==> src/rtl/algo_4r4w1p_p603_init_seq.sv <==
// Initialization sequencer for the 4r4w1p_p603 t1 banks: sweeps INITVAL into every
// physical row, drains, then hands the t1 ports to the algorithmic core.
//
// state   | meaning
// --------+------------------------------------------------------------
// S_IDLE  | one cycle after reset, t1 ports quiet
// S_INIT  | sweep: write INITVAL to row `row` in every group, one row per cycle
// S_DRAIN | SRAM_DELAY quiet cycles so the last init write settles
// S_RUN   | core owns the t1 ports, ready qualified by core_ready
module algo_4r4w1p_p603_init_seq #(
  parameter int NUMVBNK    = 1,
  parameter int NUMGRPW    = 13,
  parameter int BITVROW    = 13,
  parameter int NUMSROW    = 4096,
  parameter int BITSROW    = 12,
  parameter int PHYWDTH    = 128,
  parameter int SRAM_DELAY = 1,
  parameter logic [PHYWDTH-1:0] INITVAL = '0
) (
  input  logic                                 clk,
  input  logic                                 rst,
  input  logic                                 init_req,
  input  logic                                 core_ready,
  input  logic [NUMGRPW*NUMVBNK-1:0]           core_writeA,
  input  logic [NUMGRPW*NUMVBNK*BITVROW-1:0]   core_addrA,
  input  logic [NUMVBNK*PHYWDTH-1:0]           core_dinA,
  input  logic [NUMVBNK*PHYWDTH-1:0]           core_bwA,
  input  logic [NUMGRPW*NUMVBNK-1:0]           core_readB,
  input  logic [NUMGRPW*NUMVBNK*BITSROW-1:0]   core_addrB,
  output logic [NUMVBNK*PHYWDTH-1:0]           core_doutB,
  output logic [NUMGRPW*NUMVBNK-1:0]           t1_writeA,
  output logic [NUMGRPW*NUMVBNK*BITVROW-1:0]   t1_addrA,
  output logic [NUMVBNK*PHYWDTH-1:0]           t1_dinA,
  output logic [NUMVBNK*PHYWDTH-1:0]           t1_bwA,
  output logic [NUMGRPW*NUMVBNK-1:0]           t1_readB,
  output logic [NUMGRPW*NUMVBNK*BITSROW-1:0]   t1_addrB,
  input  logic [NUMVBNK*PHYWDTH-1:0]           t1_doutB,
  output logic                                 ready,
  output logic                                 init_busy
);

  localparam int NW  = NUMGRPW * NUMVBNK;
  localparam int DCW = (SRAM_DELAY < 1) ? 1 : $clog2(SRAM_DELAY + 1);
  localparam logic [BITSROW-1:0] ROW_LAST  = BITSROW'(NUMSROW - 1);
  localparam logic [DCW-1:0]     DCNT_LAST = (SRAM_DELAY == 0) ? '0 : DCW'(SRAM_DELAY - 1);

  typedef enum logic [1:0] {S_IDLE, S_INIT, S_DRAIN, S_RUN} state_t;

  state_t             state;
  logic [BITSROW-1:0] row;
  logic [DCW-1:0]     dcnt;
  logic [BITVROW-1:0] row_ext;

  always_ff @(posedge clk or posedge rst) begin
    if (rst) begin
      state <= S_IDLE;
      row   <= '0;
      dcnt  <= '0;
    end else begin
      case (state)
        S_IDLE: begin
          state <= S_INIT;
          row   <= '0;
        end
        S_INIT: begin
          if (row == ROW_LAST) begin
            row   <= '0;
            dcnt  <= '0;
            state <= (SRAM_DELAY == 0) ? S_RUN : S_DRAIN;
          end else begin
            row <= row + 1'b1;
          end
        end
        S_DRAIN: begin
          dcnt <= dcnt + 1'b1;
          if (dcnt == DCNT_LAST) state <= S_RUN;
        end
        S_RUN: begin
          // init_req is only honoured here; in the other states it is simply dropped
          if (init_req) begin
            state <= S_INIT;
            row   <= '0;
          end
        end
        default: state <= S_IDLE;
      endcase
    end
  end

  assign row_ext = BITVROW'(row);

  // Port ownership decodes from the registered state only, so init_req never reaches an output
  always_comb begin
    t1_writeA = '0;
    t1_addrA  = '0;
    t1_dinA   = '0;
    t1_bwA    = '0;
    t1_readB  = '0;
    t1_addrB  = '0;
    case (state)
      S_INIT: begin
        t1_writeA = '1;
        t1_addrA  = {NW{row_ext}};
        t1_dinA   = {NUMVBNK{INITVAL}};
        t1_bwA    = '1;
      end
      S_RUN: begin
        t1_writeA = core_writeA;
        t1_addrA  = core_addrA;
        t1_dinA   = core_dinA;
        t1_bwA    = core_bwA;
        t1_readB  = core_readB;
        t1_addrB  = core_addrB;
      end
      default: ;
    endcase
  end

  assign core_doutB = t1_doutB;
  assign ready      = (state == S_RUN) & core_ready;
  assign init_busy  = (state == S_INIT) | (state == S_DRAIN);

endmodule

==> config.mk <==
export PLATFORM = sky130hd
export DESIGN_NAME = algo_4r4w1p_p603_init_seq
export DESIGN_NICKNAME = d
export VERILOG_FILES = /design/src/rtl/algo_4r4w1p_p603_init_seq.sv
export SDC_FILE = /design/constraint.sdc
export NUM_CORES = 1
export LEC_CHECK = 0
export CAP_MARGIN = 20
export CORE_AREA = 5 5 573 575
export DETAILED_ROUTE_END_ITERATION = 16
export DIE_AREA = 0 0 578 580
export PLACE_DENSITY = 0.3
export SLEW_MARGIN = 20
export SYNTH_ARGS = -nofsm -noshare
export SYNTH_HDL_FRONTEND = slang
export SYNTH_SLANG_ARGS = --single-unit
==> constraint.sdc <==
create_clock -name clk -period 2.27 [get_ports clk]
set_input_delay 0.454 -clock clk [delete_from_list [all_inputs] [get_ports clk]]
set_output_delay 0.454 -clock clk [all_outputs]
set_load 0.1 [all_outputs]
After elaboration in Yosys (flattened, before gate mapping)
Index checks and enable logic that the tools add are counted.
{"block": "totals", "regBits": 15, "latchBits": 0, "ramBits": 0, "mem_bits_ro": 0, "output_inout_bits": 737, "elab_cells": 35, "memories": 0}
{"block": "op_classes", "add_sub_neg": 2, "multipliers": 0, "div": 0, "magnitude_cmp": 0, "eq_ne": 7, "n_shift": 0, "mux": 15, "n_bitwise": 2, "reduce_logical": 6}
{"operator": "case mux 169 bit (2 select lines)", "count": 1}
{"operator": "case mux 128 bit (2 select lines)", "count": 1}
{"operator": "2-to-1 mux 156 bit", "count": 1}
{"operator": "2-to-1 mux 128 bit", "count": 1}
{"operator": "case mux 12 bit (3 select lines)", "count": 1}
{"operator": "case mux 13 bit (2 select lines)", "count": 1}
{"operator": "2-to-1 mux 12 bit", "count": 2}
{"operator": "2-to-1 mux 13 bit", "count": 1}
{"operator": "adder 12 x 1 -> 12 bit, second input constant", "count": 1}
{"operator": "equality test 12 bit, second input constant", "count": 1}
{"operator": "case mux 2 bit (4 select lines)", "count": 1}
{"operator": "2-to-1 mux 2 bit", "count": 3}
{"operator": "!= test 2 bit, second input constant", "count": 3}
{"operator": "equality test 2 bit, second input constant", "count": 2}
{"operator": "AND reduction 2 bit", "count": 2}
{"operator": "AND reduction 3 bit", "count": 1}
{"operator": "nonzero test 3 bit", "count": 1}
{"operator": "equality test 2 x 1 -> 1 bit, second input constant", "count": 1}
{"operator": "logical NOT 2 bit", "count": 1}
{"operator": "case mux 1 bit (2 select lines)", "count": 1}
{"operator": "nonzero test 2 bit", "count": 1}
{"operator": "adder 1 bit, second input constant", "count": 1}
{"operator": "AND 1 bit", "count": 1}
{"operator": "2-to-1 mux 1 bit", "count": 1}
{"operator": "bitwise OR 1 bit", "count": 1}

Depth between registers and ports, before layout
{"block": "logic_depth", "word_depth": 3, "mapped_depth": 7}

Least setup slack after synthesis
Ideal clock, no wire load.
{"block": "synth_path", "kind": "register to output", "from": "register state[0]", "to": "output port t1_addrA[0]", "t_arrival_ns": 2.012, "required_time_ns": 1.816, "slack_ns": -0.196, "path_stages_with_launch": 8, "cell_sequence": "dfrtp_1 > ha_1 > clkbuf_1 > buf_2 > clkbuf_1 > buf_2 > nand2_1 > nand2_1"}
{"block": "synth_via", "elab_chain_cells": 2, "elab_cells_between_ends": 3, "classes_between": "2 x eq/ne; 1 x mux"}
{"item": "start, declared", "line": "49", "text": "state_t state;"}
{"item": "start signal, assigned", "line": "69", "text": "state <= (SRAM_DELAY == 0) ? S_RUN : S_DRAIN;"}
{"item": "equality test 2 bit or equality test 2 x 1 -> 1 bit (tied branches)", "line": "100", "text": "case (state)"}
{"item": "case mux 169 bit (2 select lines) *", "line": "100"}
{"item": "end, declared", "line": "32", "text": "output logic [NUMGRPW*NUMVBNK*BITVROW-1:0] t1_addrA,"}
Every way passes the cells marked *; elsewhere a longest branch is shown, timed or not.

Worst setup path in the final report
{"block": "layout_path", "from": "register state[1]", "to": "output port t1_bwA[66]"}
{"block": "layout_via", "elab_chain_cells": 2, "elab_cells_between_ends": 3, "classes_between": "2 x eq/ne; 1 x mux"}
{"item": "equality test 2 bit or equality test 2 x 1 -> 1 bit (tied branches)", "line": "100"}
{"item": "case mux 128 bit (2 select lines) *", "line": "100"}
{"item": "end, declared", "line": "34", "text": "output logic [NUMVBNK*PHYWDTH-1:0] t1_bwA,"}
Marks and branches as above.

==> run summary <==
Gate Count Post-Synth: 1,242
CP dominant cell by count: buf_16
Detailed-route vias per instance: 2.19
Nets: 3,195
Kind of cell adding the most delay to the critical path: buffers and inverters
Horiz. Die Dim: 578 um
First-pass GRT wire length: 299,000 um
Synth Net Count: 1,987
CP max stage delay: 0.37 ns
Gr usage total: 14.9%
Final setup TNS: -67.95 ns
Max Fclk: 0.400 GHz
Final worst path period share: 110%
Reg2reg start: state[1]
Post-synth top area cell: nand2_1
Total number of vias: 14,900
Initial antenna violation count: 199
Wire length per cell: 38.6 um
Hold Crit Class: flip-flop to flip-flop
Setup ws final: -0.227 ns
Final core occ: 11.1%
Distinct cell type count after synthesis: 29
RSZ-0062 raised after global routing: yes
Critical-path maximum fanout: 22
Share of cells above drive strength 1: 63.5%
Synth top cells by count: nand2_1, and2_1, buf_4
Placed Area: 30,600 um2
Syn_area_per_cell: 5.23 um2
FF+latch count, synth: 15
Leakage: 13.9 nW
Setup Skew: 0.00387 ns
Clock buffer depth: 2
Endpoint class of the critical path: output port
I/O Pins: 1,476
Hold_sp: row[11]
CP required: 1.82 ns
Drt pass-1 iters: 5
Worst Hold Endpoint: row[11]
R2R depth: 9
Seq. cell area: 377 um2
Worst Tran Pin Value: 0.679 ns
Port bufs: 1,219
Max Slew Vio Count: 0
# DRC: 0
Ys Warns: 0
R2R Setup Slk: -0.05 ns
Root buffer cell: clkbuf_16
Initial core utilization: 2.01%
Hold depth: 1
CTS tree: done
Die area: 335,000 um2
Die H: 580 um
Area of the multi-input gates: 7580 um2
Rows: 209
Tmin final: 2.50 ns
Post-synth ARST share: 100%
Hold buffers post-CTS: 0
Post-DP HPWL: 239,000 um
Core area: 323,000 um2
Status: finished, violations left
H-tree depth: 1
Final setup violation count: 606
Post-synth top area share: 35.7%
Post-synthesis sequential area ratio: 5.78%
Synth top area cells: nand2_1, and2_1, buf_4
Buf+Inv Stages, Crit Path: 5
Mapped cell area: 6490 um2
EDFF count, synth: 0
Ys flop type: dfrtp_1
Initial DRC count: 669
Maximum vdd drop: 1.04 mV
Antenna Violating Nets Remaining: 0
Max-cap violations: 0
Routability cong.: 1.08
Final hold vios: 0
Worst slew margin: 54.7%
PD cells: 2280 nW/um2
Area grow syn2layout: 451%
Final instance area: 35,800 um2
Critical Path Source Type: flip-flop
Largest net degree at the start of global routing: 32
Worst skew pair latency: 0.25 ns
Failing checks: setup timing
Critical path's slowest cell: dfrtp_1
Grt ovf: 0
Vias in the first global route: 15,400
Crit-path cells: buf_6 > ha_4 > buf_16 > buf_16 > buf_16 > nand2_2 > nand2_2 > buf_12
Clk sinks: 15
Clock buffer count from CTS: 3
FILL cells: 37,000
DRT Wirelength: 263,000 um
Reg2reg end: row[6]
Most numerous cell in the Yosys netlist: nand2_1
WS Path Type: flip-flop to output port
Data arrival, critical path: 2.04 ns
Clock transition at path regs: 0.05 ns
[cell families (layout without fill, tap and decap cells)]
logic type	Yosys count	after routing	share of synthesized area [%]
AOI/OAI and AO/OA	23	23	2.41
adders and majority gates	6	6	1.16
buffers and inverters	234	1441	21.5
DFF	15	15	5.78
muxes	4	4	0.617
other	0	25	0
and+or+nand+nor	960	960	68.5
[layer usage]
metal | share of wire [%] | global-route usage (%)
met5 | 0.20 | 0.230
met2 | 45 | 24.6
met3 | 17 | 11.0
met1 | 34 | 15.1
met4 | 3.3 | 3.10
[worst register-to-register path: stages, from the launching register on]
cell     delay (ns)
dfrtp_1        0.40
buf_6          0.13
ha_4           0.19
buf_12         0.15
buf_8          0.15
buf_16         0.21
and2b_1        0.31
or2_1          0.37
o21ai_0        0.20
o21ai_0        0.10
[area by class of cell]
class,instances,share of cell area (%)
Antenna cell,25,0.175
Sequential cell,15,1.05
Inverter,6,0.115
Timing Repair Buffer,1431,62.1
Tap cell,4325,15.1
Multi-Input combinational cell,993,21.2
Clock buffer,4,0.220
[repair_timing]
action	4_1_cts	5_1_grt
pin swaps	34	13
gates resized for setup	643	171
hold endpoints to repair	0	0
buffers inserted	60	15
endpoints found under the setup margin	615	617
cloned	44	12
[worst max path at each step]
stage | endpoint | slack [ns] | start | cells after the start
floorplan | t1_addrA[36] | -0.20 | state[0] | 7
global placement | t1_addrA[84] | -0.53 | state[1] | 7
detailed placement | t1_addrA[94] | -0.52 | state[1] | 7
CTS | ready | -0.23 | state[1] | 9
global route | t1_bwA[22] | -0.28 | state[1] | 8
finish | t1_bwA[66] | -0.23 | state[1] | 8
[registers in the layout (all words and copies together), names as in the netlist]
name / cells
dcnt: 1
row: 12
state: 2
[metrics by stage]
step	instances	setup slack (ns)	hold WS (ns)	total power, mW
3_5_place_dp	6647	-0.523	0.519	72.0
2_1_floorplan	1242	-0.196	0.355	39.6
4_1_cts	6752	-0.233	0.543	81.7
5_1_grt	6788	-0.278	0.572	84.2
6_report	6799	-0.227	0.547	81.6
3_3_place_gp	6647	-0.532	0.516	72.1
[where the power goes]
part | switching [mW] | internal, mW
Sequential | 0.0661 | 0.307
Combinational | 53.4 | 27.5
Clock | 0.123 | 0.239
[layout by cell type, fill, tap and decap left out, drive strengths merged, types with 7 or more instances in the layout]
cell type	n
diode	25
and2	312
a31oi	7
clkbuf	16
nand2	617
clkdlybuf4s50	610
dfrtp	15
buf	806
nand3	7
o21ai	11
(Power assumes the default switching activity.)
